### src/rtl/mvp_xform.sv
// mvp_xform: sequences a 4x4 signed Q8.8 matrix times a vertex through an external dot-product unit.
// Define XFORM_SKIP_W_EN to issue rows 0..2 only; out_w then reads 1.0 (0x0100).
module mvp_xform (
   input  logic        clk,
   input  logic        rst_n,
   input  logic        mat_we,
   input  logic [3:0]  mat_addr,
   input  logic [15:0] mat_data,
   input  logic        in_valid,
   output logic        in_ready,
   input  logic [15:0] in_x,
   input  logic [15:0] in_y,
   input  logic [15:0] in_z,
   input  logic [15:0] in_w,
   output logic        dp_start,
   output logic [15:0] dp_a_x,
   output logic [15:0] dp_a_y,
   output logic [15:0] dp_a_z,
   output logic [15:0] dp_a_w,
   output logic [15:0] dp_b_x,
   output logic [15:0] dp_b_y,
   output logic [15:0] dp_b_z,
   output logic [15:0] dp_b_w,
   input  logic        dp_done,
   input  logic [15:0] dp_result,
   output logic        out_valid,
   input  logic        out_ready,
   output logic [15:0] out_x,
   output logic [15:0] out_y,
   output logic [15:0] out_z,
   output logic [15:0] out_w,
   output logic [1:0]  dbg_state
);

   // Handshakes: a transfer happens on a rising edge where valid and ready are both
   // high; the offering side keeps valid and its payload steady until that edge.

   typedef enum logic [1:0] {
      S_IDLE  = 2'd0,
      S_ISSUE = 2'd1,
      S_WAIT  = 2'd2,
      S_OUT   = 2'd3
   } state_t;

`ifdef XFORM_SKIP_W_EN
   localparam logic [1:0] LAST_ROW = 2'd2;
`else
   localparam logic [1:0] LAST_ROW = 2'd3;
`endif

   state_t      state, state_nx;
   logic [1:0]  row, row_nx;
   logic [15:0] mat [16];
   logic [15:0] vtx_x, vtx_y, vtx_z, vtx_w;
   logic        accept;
   logic        op_live;

   assign accept    = in_valid && in_ready;
   assign dbg_state = state;

   always_ff @(posedge clk or negedge rst_n) begin
      if (!rst_n) begin
         state <= S_IDLE;
         row   <= 2'd0;
      end else begin
         state <= state_nx;
         row   <= row_nx;
      end
   end

   always_comb begin
      state_nx  = state;
      row_nx    = row;
      in_ready  = 1'b0;
      dp_start  = 1'b0;
      out_valid = 1'b0;
      case (state)
         S_IDLE: begin
            in_ready = 1'b1;
            if (in_valid) begin
               row_nx   = 2'd0;
               state_nx = S_ISSUE;
            end
         end
         S_ISSUE: begin
            dp_start = 1'b1;
            state_nx = S_WAIT;
         end
         S_WAIT: begin
            if (dp_done) begin
               if (row == LAST_ROW) begin
                  state_nx = S_OUT;
               end else begin
                  row_nx   = row + 2'd1;
                  state_nx = S_ISSUE;
               end
            end
         end
         S_OUT: begin
            out_valid = 1'b1;
            if (out_ready) state_nx = S_IDLE;
         end
         default: state_nx = S_IDLE;
      endcase
   end

   // Writes are only honoured in IDLE, so the row driven on dp_a cannot move mid-vertex.
   always_ff @(posedge clk or negedge rst_n) begin
      if (!rst_n) begin
         for (int i = 0; i < 16; i++) mat[i] <= (i % 5 == 0) ? 16'h0100 : 16'h0000;
      end else if (mat_we && state == S_IDLE) begin
         mat[mat_addr] <= mat_data;
      end
   end

   always_ff @(posedge clk or negedge rst_n) begin
      if (!rst_n) begin
         vtx_x <= 16'h0000;
         vtx_y <= 16'h0000;
         vtx_z <= 16'h0000;
         vtx_w <= 16'h0000;
         out_x <= 16'h0000;
         out_y <= 16'h0000;
         out_z <= 16'h0000;
         out_w <= 16'h0000;
      end else begin
         if (accept) begin
            vtx_x <= in_x;
            vtx_y <= in_y;
            vtx_z <= in_z;
            vtx_w <= in_w;
         end
         if (state == S_WAIT && dp_done) begin
            case (row)
               2'd0:    out_x <= dp_result;
               2'd1:    out_y <= dp_result;
               2'd2:    out_z <= dp_result;
               default: out_w <= dp_result;
            endcase
`ifdef XFORM_SKIP_W_EN
            if (row == LAST_ROW) out_w <= 16'h0100;
`endif
         end
      end
   end

   // Row operands are only presented while a dot product is in flight.
   assign op_live = (state == S_ISSUE) || (state == S_WAIT);
   assign dp_a_x  = op_live ? mat[{row, 2'd0}] : 16'h0000;
   assign dp_a_y  = op_live ? mat[{row, 2'd1}] : 16'h0000;
   assign dp_a_z  = op_live ? mat[{row, 2'd2}] : 16'h0000;
   assign dp_a_w  = op_live ? mat[{row, 2'd3}] : 16'h0000;
   assign dp_b_x  = vtx_x;
   assign dp_b_y  = vtx_y;
   assign dp_b_z  = vtx_z;
   assign dp_b_w  = vtx_w;

endmodule

### config.mk
export PLATFORM = sky130hd
export DESIGN_NAME = mvp_xform
export DESIGN_NICKNAME = d
export VERILOG_FILES = /design/src/rtl/mvp_xform.sv
export SDC_FILE = /design/constraint.sdc
export NUM_CORES = 1
export LEC_CHECK = 0
export BUFFER_PORTS_ARGS = -buffer_cell sky130_fd_sc_hd__buf_4
export CORE_MARGIN = 3
export CORE_UTILIZATION = 35
export CTS_CLUSTER_SIZE = 12
export DETAILED_ROUTE_END_ITERATION = 12
export GPL_ROUTABILITY_DRIVEN = 1
export SYNTH_ARGS = -nofsm -noshare
export SYNTH_HDL_FRONTEND = slang
export SYNTH_SLANG_ARGS = --single-unit
### constraint.sdc
create_clock -name clk -period 4.5 [get_ports clk]
set_input_delay 0.225 -clock clk [delete_from_list [all_inputs] [get_ports clk]]
set_output_delay 0.225 -clock clk [all_outputs]
set_load 0.05 [all_outputs]
==> results of run 1 <==
-- layout make-up --
type,count,area [um^2]
Clock inverter,19,235.2
Multi-Input combinational cell,566,6571
Inverter,4,15.01
Tap cell,607,759.5
Sequential cell,388,9722
Fill cell,4107,24810
Timing Repair Buffer,413,3356
Clock buffer,64,1287
-- per-layer routing --
layer / wire, um / global-route usage, % / up-vias
li1: - / - / 4511
met1: 17610 / 21.17 / 5240
met2: 20950 / 29.12 / 254
met3: 2700 / 4.665 / 60
met4: 746 / 4.354 / 0
met5: 0 / 0 / -
-- where the power goes --
group          switching (mW)  leakage, nW  internal, mW
registers               0.814         4.99          5.05
logic                    4.71         4.59          3.16
clock network            1.47        0.750          2.23
-- cells in the mapped netlist --
master	count	area, um^2
buf_1	1	3.750
a2bb2oi_1	1	8.760
nor2b_1	3	18.77
mux2i_1	3	30.03
mux4_2	64	1441
nor3_2	1	10.01
nor3_1	1	5.000
nand2_1	5	18.77
mux2_1	10	112.6
mux2_2	374	4212
dfrtp_1	384	9609
ha_1	10	125.1
dfstp_2	4	105.1
buf_6	1	11.26
nand2b_1	5	31.28
nand3_1	4	20.02
or3_1	1	6.260
nand4b_1	2	17.52
buf_4	1	7.510
and2_1	64	400.4
a2111oi_1	1	10.01
inv_1	4	15.01
and4bb_2	1	12.51
nor2_1	5	18.77
nor2_2	7	43.79
clkbuf_1	38	142.6
and3_1	1	6.260
buf_2	29	145.1
nand4_1	1	6.260
nor4_1	1	6.260
a21oi_1	1	5.000
-- cell families (layout without fill, tap and decap cells) --
| group | Yosys count | after routing | synth area share (%) |
|---|---|---|---|
| AOI/OAI and AO/OA | 3 | 3 | 0.1431 |
| adders and majority gates | 10 | 10 | 0.7535 |
| buffers and inverters | 74 | 500 | 1.959 |
| DFF | 388 | 388 | 58.50 |
| muxes | 451 | 451 | 34.90 |
| and+or+nand+nor | 102 | 102 | 3.745 |
-- path summary, 6_finish.rpt --
path,start,endpoint,slack (ns),cells after the start
min in group asynchronous,rst_n,mat[145]$_DFFE_PN0P_,0.36,2
setup reg to reg,row[0]$_DFFE_PN0P_,out_z[2]$_DFFE_PN0P_,1.97,4
hold / removal,mat_data[8],mat[184]$_DFFE_PN0P_,0.05,2
setup / recovery,row[0]$_DFFE_PN0P_,dp_a_x[0],1.44,4
hold reg to reg,mat[185]$_DFFE_PN0P_,mat[185]$_DFFE_PN0P_,0.49,1
max in group asynchronous,rst_n,mat[8]$_DFFE_PN1P_,3.06,3
-- per-stage QoR --
| stage | setup slack (ns) | utilization (%) | total power [mW] |
|---|---|---|---|
| 6_report | 1.437 | 46.94 | 17.44 |
| 5_1_grt | 1.214 | 46.94 | 18.34 |
| 4_1_cts | 1.308 | 46.94 | 17.68 |
| 3_5_place_dp | 1.892 | 41.78 | 13.83 |
| 3_3_place_gp | 1.943 | 41.78 | 13.70 |
| 2_1_floorplan | 2.134 | - | 11.36 |
-- sequential cells by signal, summed over array words and instances (netlist names) --
signal	count
row	2
out_w	16
dp_b_x	16
dbg_state	2
out_z	16
dp_b_z	16
out_y	16
mat	256
dp_b_w	16
out_x	16
dp_b_y	16
-- what timing repair did --
action | 4_1_cts | 5_1_grt
resized for setup | 0 | 0
hold buffers | 89 | 0
endpoints found under the hold margin | 261 | 0
==> key figures, run 1 <==
Run status
  – Status: finished, final reports clean

Finish
  – Area Overhead vs Synth: 32.16%
  – Fin cells: around 2000
  – Share of cells above drive strength 1: between 50% and 60%
  – Most frequent cells in the layout: 382 x dfrtp_1, 374 x mux2_2, 321 x buf_4, 89 x dlygate4sd3_1
  – Most common cell after layout, fill and taps aside: dfrtp_1
  – Nets: between 1500 and 2000
  – N_diodes: 0
  – Design area: 21950 um^2

Synthesis
  – Seq/Total Area, Yosys: between 50 and 60%
  – Flop and latch count out of synthesis: 388
  – Synth warn: 0
  – Cells after Synth: slightly above 1000
  – Post-Syn Area: around 17000 um^2
  – Synth Net Count: 1144
  – Post-synth cell types: 31
  – Synth Area per Inst: 16.15 um^2

Route
  – Post-Route WL: ~42 mm
  – Initial DRC count: roughly 420
  – Drt wl/cell: 20.39 um
  – DRT antenna net count: 0
  – DR DRC count: 0
  – Via/cell ratio: slightly below 5
  – Detailed-route via count: a little over 10000
  – DR pass1 iterations: 4

Place
  – Post-placement cell area: roughly 20000 um^2
  – Inst Count DP: ~1900
  – RePlAce Congestion: slightly above 0.7
  – Port bufs: roughly 300
  – HPWL Detailed: around 27 mm

Timing
  – Final hold vios: 0
  – Setup TNS Final: 0 ns
  – Max Fclk: roughly 330 MHz
  – RSZ-0062 raised after global routing: false
  – Worst Skew: around 0.015 ns
  – Final slew viol count: 0
  – Minimum clock period: approximately 3.1 ns
  – Worst-Margin Slew: ~1.2 ns
  – Setup Viol. Count Final: 0
  – Hold WS: around 0.048 ns
  – Slew headroom: 22.83%
  – Final period util: roughly two thirds

Setup path
  – Worst Path Buf+Inv: 2
  – Cell breakdown of the critical path: buf_4 -> mux4_2 -> and2_1 -> buf_4
  – CP Data Arrival Time: 2.84 ns
  – Slowest CP cell: dfrtp_4
  – Critical path's most frequent cell: buf_4
  – Type of origin of the critical path: register
  – Crit-path leading delay family: flip-flops
  – Critical path's largest stage delay: 0.78 ns
  – Crit Path Class: register to primary output
  – Maximum fanout along the worst path: 27
  – Crit end category: primary output
  – Crit path required time: around 4.3 ns

Floorplanning
  – Site Rows: 79
  – DIE WIDTH: 223.8 um
  – Die Ht: around 220 um
  – Initial Utilization: about 36%
  – Core area: 46750 um^2
  – Die ar.: ~50000 um^2
  – IO Count: between 300 and 400

Global route
  – Total gr overflow: 0
  – GRT Total Usage: approximately 17%
  – Global-route wire length before repair: 66.15 mm
  – Number of global-route vias before repair: approximately 11000
  – Largest net degree at the start of global routing: 116
  – Antenna violations before repair: 0

Clock tree
  – Cts bufs inserted: 45
  – CTS tree: built
  – CTS H-tree depth: 2
  – Root Driver: clkbuf_16
  – Post-CTS Setup Repair Bufs: 0
  – CTS clk-pin slew, worst paths: 0.06 ns
  – Clk sink count: about 390
  – Worst skew pair latency: around 0.57 ns
  – Maximum root-to-sink buffer count: 3

Power
  – IR drop worst, VDD: 0.5205 mV
  – P_leak: just over 10 nW
  – Power Density: ~790 nW/um^2

Job
  – Max Cap Viol: 0

Hold path
  – Hold Crit Class: input pin to register
Note: power is estimated with default switching activity, not from simulation.
==> inputs of run 2 (changes only) <==
--- a/config.mk
+++ b/config.mk
@@ -5,6 +5,7 @@
 export SDC_FILE = /design/constraint.sdc
 export NUM_CORES = 1
 export LEC_CHECK = 0
+export ABC_AREA = 1
 export BUFFER_PORTS_ARGS = -buffer_cell sky130_fd_sc_hd__buf_4
 export CORE_MARGIN = 3
 export CORE_UTILIZATION = 35
==> constraint.sdc (replaced) <==
create_clock -name clk -period 3 [get_ports clk]
set_input_delay 0.15 -clock clk [delete_from_list [all_inputs] [get_ports clk]]
set_output_delay 0.15 -clock clk [all_outputs]
set_load 0.05 [all_outputs]
==> run 2 against run 1 <==
Clock power is 41% higher; cell area is 4.9% higher; critical path depth is 2 higher; cell count is 63% higher; sequential power is 51% higher; via count is 59% higher; largest power group unchanged.
==> key figures, run 2 <==
Power
  – P_leak: 12.20 nW (+18%)
  – Pwr Total: 26.92 mW (+54%)
  – Power Density: 1169 nW/um^2 (+47%)
  – IR drop worst, VDD: 0.7353 mV (+41%)

Synthesis
  – Synth Area per Inst: 7.666 um^2 (-53%)
  – Flop and latch count out of synthesis: 388 (unchanged)
  – Count leader, synth: nand2_1
  – Top FF cell, synth: dfrtp_1
  – Leading area contributor after synthesis: dfrtp_1
  – Cells after Synth: 2321 (+130%)
  – EDFF count, synth: 0 (unchanged)
  – Share of the synthesized area in the top cell type: 54.01% (-3.9 points)
  – Most frequent cells after synthesis: 992 x nand2_1, 384 x dfrtp_1, 307 x inv_1
  – Synth warn: 0 (unchanged)
  – Seq/Total Area, Yosys: 54.60% (-3.9 points)
  – Post-Syn Area: 17790 um^2 (+7.1%)
  – Synth Net Count: 2437 (+110%)
  – Post-synth cell types: 17 (-45%)
  – FFs w/ async S/R, synth: 100.0% (unchanged)
  – Synth top area cells: dfrtp_1 54%, nand2_1 21%, inv_1 6.5%

Timing
  – RSZ-0062 raised after global routing: false
  – Worst-Margin Slew: 0.8275 ns (-0.3300 ns)
  – Minimum clock period: around 2.6 ns
  – Max Fclk: 382.1 MHz
  – Worst Skew: 0.01565 ns (+0.0002505 ns)
  – Setup Viol. Count Final: 0 (unchanged)
  – Final period util: between 80% and 90%
  – Setup TNS Final: 0 ns (unchanged)
  – Final hold vios: 0 (unchanged)
  – Final slew viol count: 0 (unchanged)
  – Slew headroom: 44.83% (+22 points)

Setup path
  – Cell breakdown of the critical path: inv_1 -> ha_2 -> inv_2 -> buf_12 -> a21oi_1 -> buf_4
  – Type of origin of the critical path: register
  – CP Data Arrival Time: 2.47 ns (-0.37 ns)
  – Crit Path Class: register to primary output
  – FF-to-FF Start: dbg_state[0]$_DFFE_PN0P_
  – Maximum fanout along the worst path: 35 (+30%)
  – R2R Path End: mat[39]$_DFFE_PN0P_
  – Crit end category: primary output
  – Critical path's largest stage delay: 0.47 ns (-0.31 ns)
  – R2R setup slack: 0.83 ns (-1.14 ns)
  – Crit path required time: 2.85 ns (-1.43 ns)
  – Crit-path leading delay family: buffers and inverters
  – Worst Path Buf+Inv: 4 (+2)
  – Slowest CP cell: dfrtp_1
  – Cells on worst reg2reg path: 7 (+3)

Global route
  – Global-route wire length before repair: 89.91 mm (+36%)
  – Number of global-route vias before repair: 15980 (+42%)
  – Largest net degree at the start of global routing: 133 (+15%)
  – Total gr overflow: 0 (unchanged)
  – Antenna violations before repair: 4 (+4)
  – GRT Total Usage: 21.14% (+4.2 points)

Finish
  – Design area: 23030 um^2 (+4.9%)
  – Share of cells above drive strength 1: 15.80% (-43 points)
  – Multi-input gate area: 6320 um^2 (-3.8%)
  – Nets: 2780 (+81%)
  – Fin cells: 3364 (+63%)
  – Util after Layout: 46.47% (-0.47 points)
  – Area Overhead vs Synth: 29.44%
  – Seq. cell area: 9719 um^2 (about the same)
  – Layout fillers: 4868 (+19%)
  – Most frequent cells in the layout: 991 x nand2_1, 382 x dfrtp_1, 329 x buf_4, 305 x inv_1, 205 x nand3_1
  – Most common cell after layout, fill and taps aside: nand2_1
  – Max FFs per register: 256 (unchanged)
  – Biggest register: mat

Route
  – Initial DRC count: 1211 (+190%)
  – DR pass1 iterations: 5 (+1)
  – Drt wl/cell: 16.73 um (-18%)
  – Via/cell ratio: 4.747 (-2.8%)
  – DR DRC count: 0 (unchanged)
  – DRT antenna net count: 0 (unchanged)
  – Detailed-route via count: 15970 (+59%)
  – Post-Route WL: 56.27 mm (+34%)

Floorplanning
  – Die Ht: 231.5 um (+3.4%)
  – Site Rows: 81 (+2.5%)
  – Initial Utilization: 35.90% (+0.38 points)
  – Die ar.: 53580 um^2 (+6.9%)
  – Core area: 49560 um^2 (+6.0%)
  – IO Count: 303 (unchanged)
  – DIE WIDTH: 231.5 um (+3.4%)

Clock tree
  – Post-CTS sizing: 0 (unchanged)
  – Clk sink count: 388 (unchanged)
  – CTS tree: built
  – Cts bufs inserted: 43 (-4.4%)
  – Worst skew pair latency: 0.58 ns (about the same)
  – Maximum root-to-sink buffer count: 3 (unchanged)
  – Post-CTS Setup Repair Bufs: 0 (unchanged)
  – Root Driver: clkbuf_16
  – CTS clk-pin slew, worst paths: 0.06 ns (about the same)
  – CTS H-tree depth: 2 (unchanged)

Place
  – RePlAce Congestion: 0.8025 (+12%)
  – Post-placement cell area: 20660 um^2 (+5.8%)
  – Inst Count DP: 3185 (+69%)
  – HPWL Detailed: 35.99 mm (+32%)
  – Port bufs: 302 (unchanged)

Job
  – Max Cap Viol: 0 (unchanged)

Hold path
  – Hold Crit Class: input pin to register
  – Hold_sp: dp_done
  – Hold endpoint: dbg_state[1]$_DFFE_PN0P_
  – Cell count of the worst hold path: 6 (+4)

Run status
  – Status: finished, final reports clean
==> run 2: cell types whose count changed after synthesis, moves of 35 or more <==
cell,delta
and2_1,-64
mux4_2,-64
o21ai_0,+195
inv_1,+303
a21oi_1,+63
clkbuf_1,+35
mux2_2,-374
nand2_1,+987
nand3_1,+201
==> run 2: stage by stage <==
step	hold slack, ns	worst slack, ns
3_3_place_gp	0.2228	0.9445
2_1_floorplan	-0.1456	0.6416
5_1_grt	0.1170	0.2348
3_5_place_dp	0.2282	0.8684
6_report	0.07433	0.3832
4_1_cts	0.03597	0.3187
==> run 2: report_power, final <==
group          total [mW]  switching [mW]  internal, mW
clock network        5.22            2.18          3.05
registers            8.85            1.29          7.56
logic                12.8            9.05          3.80
==> run 2: per-layer routing <==
metal / track usage, % / share of wire, % / routed length, um / vias to the layer above
li1: - / - / - / 7743
met5: 0 / 0.032 / 18 / -
met2: 34.73 / 47 / 26460 / 504
met4: 7.747 / 3.4 / 1898 / 4
met1: 26.91 / 42 / 23570 / 7596
met3: 5.556 / 7.7 / 4322 / 122
==> run 2: worst register-to-register path, cell delays in order (launching register included) <==
cell,delay (ns)
dfrtp_1,0.43
inv_1,0.17
ha_2,0.28
nand2_1,0.14
nor2_1,0.27
nand2_1,0.50
nand2_1,0.21
nand2_1,0.08
==> run 2: kinds of logic after synthesis <==
| group | share of synthesized area [%] |
|---|---|
| AO/OA/AOI/OAI | 7.286 |
| adder cells (fa/ha/maj) | 0.7032 |
| buffers and inverters | 9.909 |
| flip-flops | 54.60 |
| AND/OR/NAND/NOR | 27.50 |
==> run 2: repair_timing <==
action	CTS	global route
endpoints found under the hold margin	334	0
setup endpoints to repair	0	0
hold buffers	98	0
==> run 2: worst max-delay path by stage <==
stage	from	to	slack (ns)	depth (start not counted)
after global routing	dbg_state[1]$_DFFE_PN0P_	dp_a_x[13]	0.23	6
final	dbg_state[1]$_DFFE_PN0P_	dp_a_y[0]	0.38	6
after floorplan	dbg_state[0]$_DFFE_PN0P_	dp_a_w[0]	0.64	5
after CTS	dbg_state[1]$_DFFE_PN0P_	dp_a_z[5]	0.32	6
after detailed placement	dbg_state[1]$_DFFE_PN0P_	mat[44]$_DFFE_PN0P_	0.87	7
after global placement	dbg_state[0]$_DFFE_PN0P_	mat[34]$_DFFE_PN0P_	0.94	7
==> run 2: layout make-up <==
class                      count  share of cell area [%]
sequential                   388                   42.20
clock inverter                16                  0.6302
timing repair buffer         435                   15.66
antenna                        3                 0.03260
clock buffer                  62                   5.379
multi-input combinational   1487                   27.44
tap                          664                   3.608
inverter                     309                   5.047
==> inputs of run 3 (changes only) <==
--- a/config.mk
+++ b/config.mk
@@ -7,11 +7,13 @@
 export LEC_CHECK = 0
 export ABC_AREA = 1
 export BUFFER_PORTS_ARGS = -buffer_cell sky130_fd_sc_hd__buf_4
+export CAP_MARGIN = 10
 export CORE_MARGIN = 3
 export CORE_UTILIZATION = 35
 export CTS_CLUSTER_SIZE = 12
 export DETAILED_ROUTE_END_ITERATION = 12
 export GPL_ROUTABILITY_DRIVEN = 1
+export RECOVER_POWER = 50
 export SYNTH_ARGS = -nofsm -noshare
 export SYNTH_HDL_FRONTEND = slang
 export SYNTH_SLANG_ARGS = --single-unit
==> run 3 against run 2 <==
The run now ends with capacitance limit, slew limit left; flip-flop and latch count did not move; combinational power decreased by 5%; cell area is 2.4% lower; clock power about the same; die area did not move; maximum frequency increased by 0.35%; worst setup slack gained 0.0092 ns; power decreased by 2.5%; sequential power hardly changed; critical path depth did not move; critical path type unchanged; largest power group unchanged.
==> key figures, run 3 (same netlist as run 2, synthesis figures left out) <==
Floorplanning
  – Die ar.: 53580 um^2 (unchanged)
  – Initial Utilization: 35.90% (unchanged)
  – Die Ht: 231.5 um (unchanged)
  – Site Rows: 81 (unchanged)
  – Core area: 49560 um^2 (unchanged)
  – IO Count: 303 (unchanged)
  – DIE WIDTH: 231.5 um (unchanged)

Setup path
  – Critical path's largest stage delay: 0.47 ns (about the same)
  – Crit Path Class: register to primary output
  – End point of the critical path: dp_a_y[0]
  – Cell breakdown of the critical path: inv_1 -> ha_2 -> inv_2 -> buf_12 -> a21oi_1 -> buf_4
  – Levels on crit path: 6 (unchanged)
  – Crit path required time: 2.85 ns (about the same)
  – R2R setup slack: 0.83 ns (about the same)
  – FF-to-FF Start: dbg_state[0]$_DFFE_PN0P_
  – Maximum fanout along the worst path: 35 (unchanged)
  – R2R Path End: mat[39]$_DFFE_PN0P_
  – Type of origin of the critical path: register
  – CP Data Arrival Time: 2.46 ns (about the same)
  – Worst Path Buf+Inv: 4 (unchanged)
  – Cells on worst reg2reg path: 7 (unchanged)
  – Crit end category: primary output
  – Crit-path leading delay family: buffers and inverters
  – CP startpoint: dbg_state[1]$_DFFE_PN0P_
  – Slowest CP cell: dfrtp_1

Power
  – Sequential power share: 33.6% (+0.7 points)
  – Switching power: 12.49 mW (-0.20%)
  – Comb power frac: 46.5% (-1.2 points)
  – Sw Share: 47.57% (+1.1 points)
  – Cell internal pwr: 13.76 mW (-4.5%)
  – Clk network pwr share: 19.9% (+0.5 points)
  – P_leak: 11.65 nW (-4.5%)
  – IR drop worst, VDD: 0.6623 mV (-9.9%)
  – Power Density: 1168 nW/um^2 (about the same)

Clock tree
  – Post-CTS sizing: 0 (unchanged)
  – CTS clk-pin slew, worst paths: 0.06 ns (about the same)
  – Root Driver: clkbuf_16
  – Worst skew pair latency: 0.58 ns (about the same)
  – Cts bufs inserted: 43 (unchanged)
  – CTS tree: built
  – Maximum root-to-sink buffer count: 3 (unchanged)
  – Clk sink count: 388 (unchanged)
  – CTS H-tree depth: 2 (unchanged)

Place
  – HPWL Detailed: 35.99 mm (unchanged)
  – Port bufs: 302 (unchanged)
  – Inst Count DP: 3185 (unchanged)
  – RePlAce Congestion: 0.8025 (unchanged)
  – Setup slack at placement: 0.8684 ns (unchanged)

Route
  – Detailed-route via count: 16000 (+0.16%)
  – DR pass1 iterations: 5 (unchanged)
  – Via/cell ratio: 4.755 (+0.16%)
  – Drt wl/cell: 16.67 um (-0.36%)
  – DR DRC count: 0 (unchanged)
  – Initial DRC count: 1137 (-6.1%)
  – DRT antenna net count: 0 (unchanged)
  – Post-Route WL: 56.07 mm (-0.36%)

Timing
  – Worst Skew: 0.01501 ns (-0.0006437 ns)
  – Final worst slack: 0.3924 ns (+0.009225 ns)
  – Max Fclk: 383.5 MHz (+0.35%)
  – Final hold vios: 0 (unchanged)
  – Setup Viol. Count Final: 0 (unchanged)
  – Setup TNS Final: 0 ns (unchanged)
  – Final period util: 86.92% (-0.31 points)
  – Minimum clock period: 2.608 ns (-0.009225 ns)
  – Worst-Margin Slew: 1.773 ns (+0.9454 ns)
  – RSZ-0062 raised after global routing: false
  – Slew headroom: -18.19% (-63 points)
  – Final slew viol count: 101 (+101)

Finish
  – Nets: 2780 (unchanged)
  – Most common cell after layout, fill and taps aside: nand2_1
  – Biggest register: mat
  – Multi-input gate area: 6320 um^2 (unchanged)
  – Seq. cell area: 9719 um^2 (unchanged)
  – Fin cells: 3364 (unchanged)
  – Area Overhead vs Synth: 26.32%
  – Max FFs per register: 256 (unchanged)
  – Most frequent cells in the layout: 991 x nand2_1, 382 x dfrtp_1, 305 x inv_1, 205 x nand3_1, 195 x o21ai_0
  – Util after Layout: 45.35% (-1.1 points)
  – Share of cells above drive strength 1: 10.75% (-5.0 points)
  – Layout fillers: 5018 (+3.1%)

Run status
  – Failing checks: capacitance limit, slew limit
  – Status: finished, violations left

Global route
  – Total gr overflow: 0 (unchanged)
  – Largest net degree at the start of global routing: 133 (unchanged)
  – Number of global-route vias before repair: 15980 (unchanged)
  – Global-route wire length before repair: 89.91 mm (unchanged)
  – GRT Total Usage: 21.14% (unchanged)
  – Antenna violations before repair: 4 (unchanged)

Hold path
  – Hold Crit Class: input pin to register

Job
  – Max Cap Viol: 2 (+2)
run 3: worst reg2reg max path, delay by kind of cell (launching register included):
| kind | cells | cell delay (ns) |
|---|---|---|
| fa+ha+maj | 1 | 0.27 |
| simple gates | 5 | 1.20 |
| flops | 1 | 0.43 |
| buf+inv | 1 | 0.17 |
run 3: how the worst min path moves through the flow:
stage,cells after the start,to,from,slack [ns]
after global routing,5,dbg_state[0]$_DFFE_PN0P_,dp_done,0.12
final,6,dbg_state[1]$_DFFE_PN0P_,dp_done,0.07
after CTS,6,dbg_state[1]$_DFFE_PN0P_,dp_done,0.04
after floorplan,0,dbg_state[0]$_DFFE_PN0P_,rst_n,-0.15
after detailed placement,1,mat[179]$_DFFE_PN0P_,rst_n,0.23
after global placement,1,mat[51]$_DFFE_PN0P_,rst_n,0.22
run 3: what timing repair did:
action / 4_1_cts / 5_1_grt
hold endpoints to repair: 334 / 0
hold buffers: 98 / 0
buffers inserted: 0 / 0
run 3: cell type report:
cell class / count / share of cell area [%]
inverters: 309 / 5.172
repair buffers: 435 / 13.57
clock buffers: 62 / 5.512
clock inverters: 16 / 0.6458
diodes: 3 / 0.03340
multi-input cells: 1487 / 28.12
well taps: 664 / 3.697
flip-flops and latches: 388 / 43.25
run 3: per-stage QoR:
stage | hold slack, ns | area (um^2) | total power, mW
4_1_cts | 0.03597 | 23020 | 27.18
5_1_grt | 0.1170 | 22470 | 28.08
2_1_floorplan | -0.1456 | 17790 | 17.51
3_3_place_gp | 0.2228 | 20660 | 21.49
3_5_place_dp | 0.2282 | 20660 | 21.72
6_report | 0.07315 | 22470 | 26.25
run 3: power groups by stage:
| stage | logic [mW] | clock network (mW) | registers (mW) |
|---|---|---|---|
| global route | 13.4 | 5.58 | 9.13 |
| CTS | 13.0 | 5.37 | 8.84 |
| detailed placement | 12.9 | 0 | 8.87 |
| finish | 12.2 | 5.23 | 8.82 |
| floorplan | 6.31 | 0 | 11.2 |
| global placement | 12.7 | 0 | 8.81 |
run 3: layer usage:
layer,GRT usage (%),vias to the layer above,share of wire (%)
met5,0,-,0.032
met3,5.556,113,7.6
met4,7.747,4,3.2
li1,-,7738,-
met2,34.73,513,47
met1,26.91,7627,42
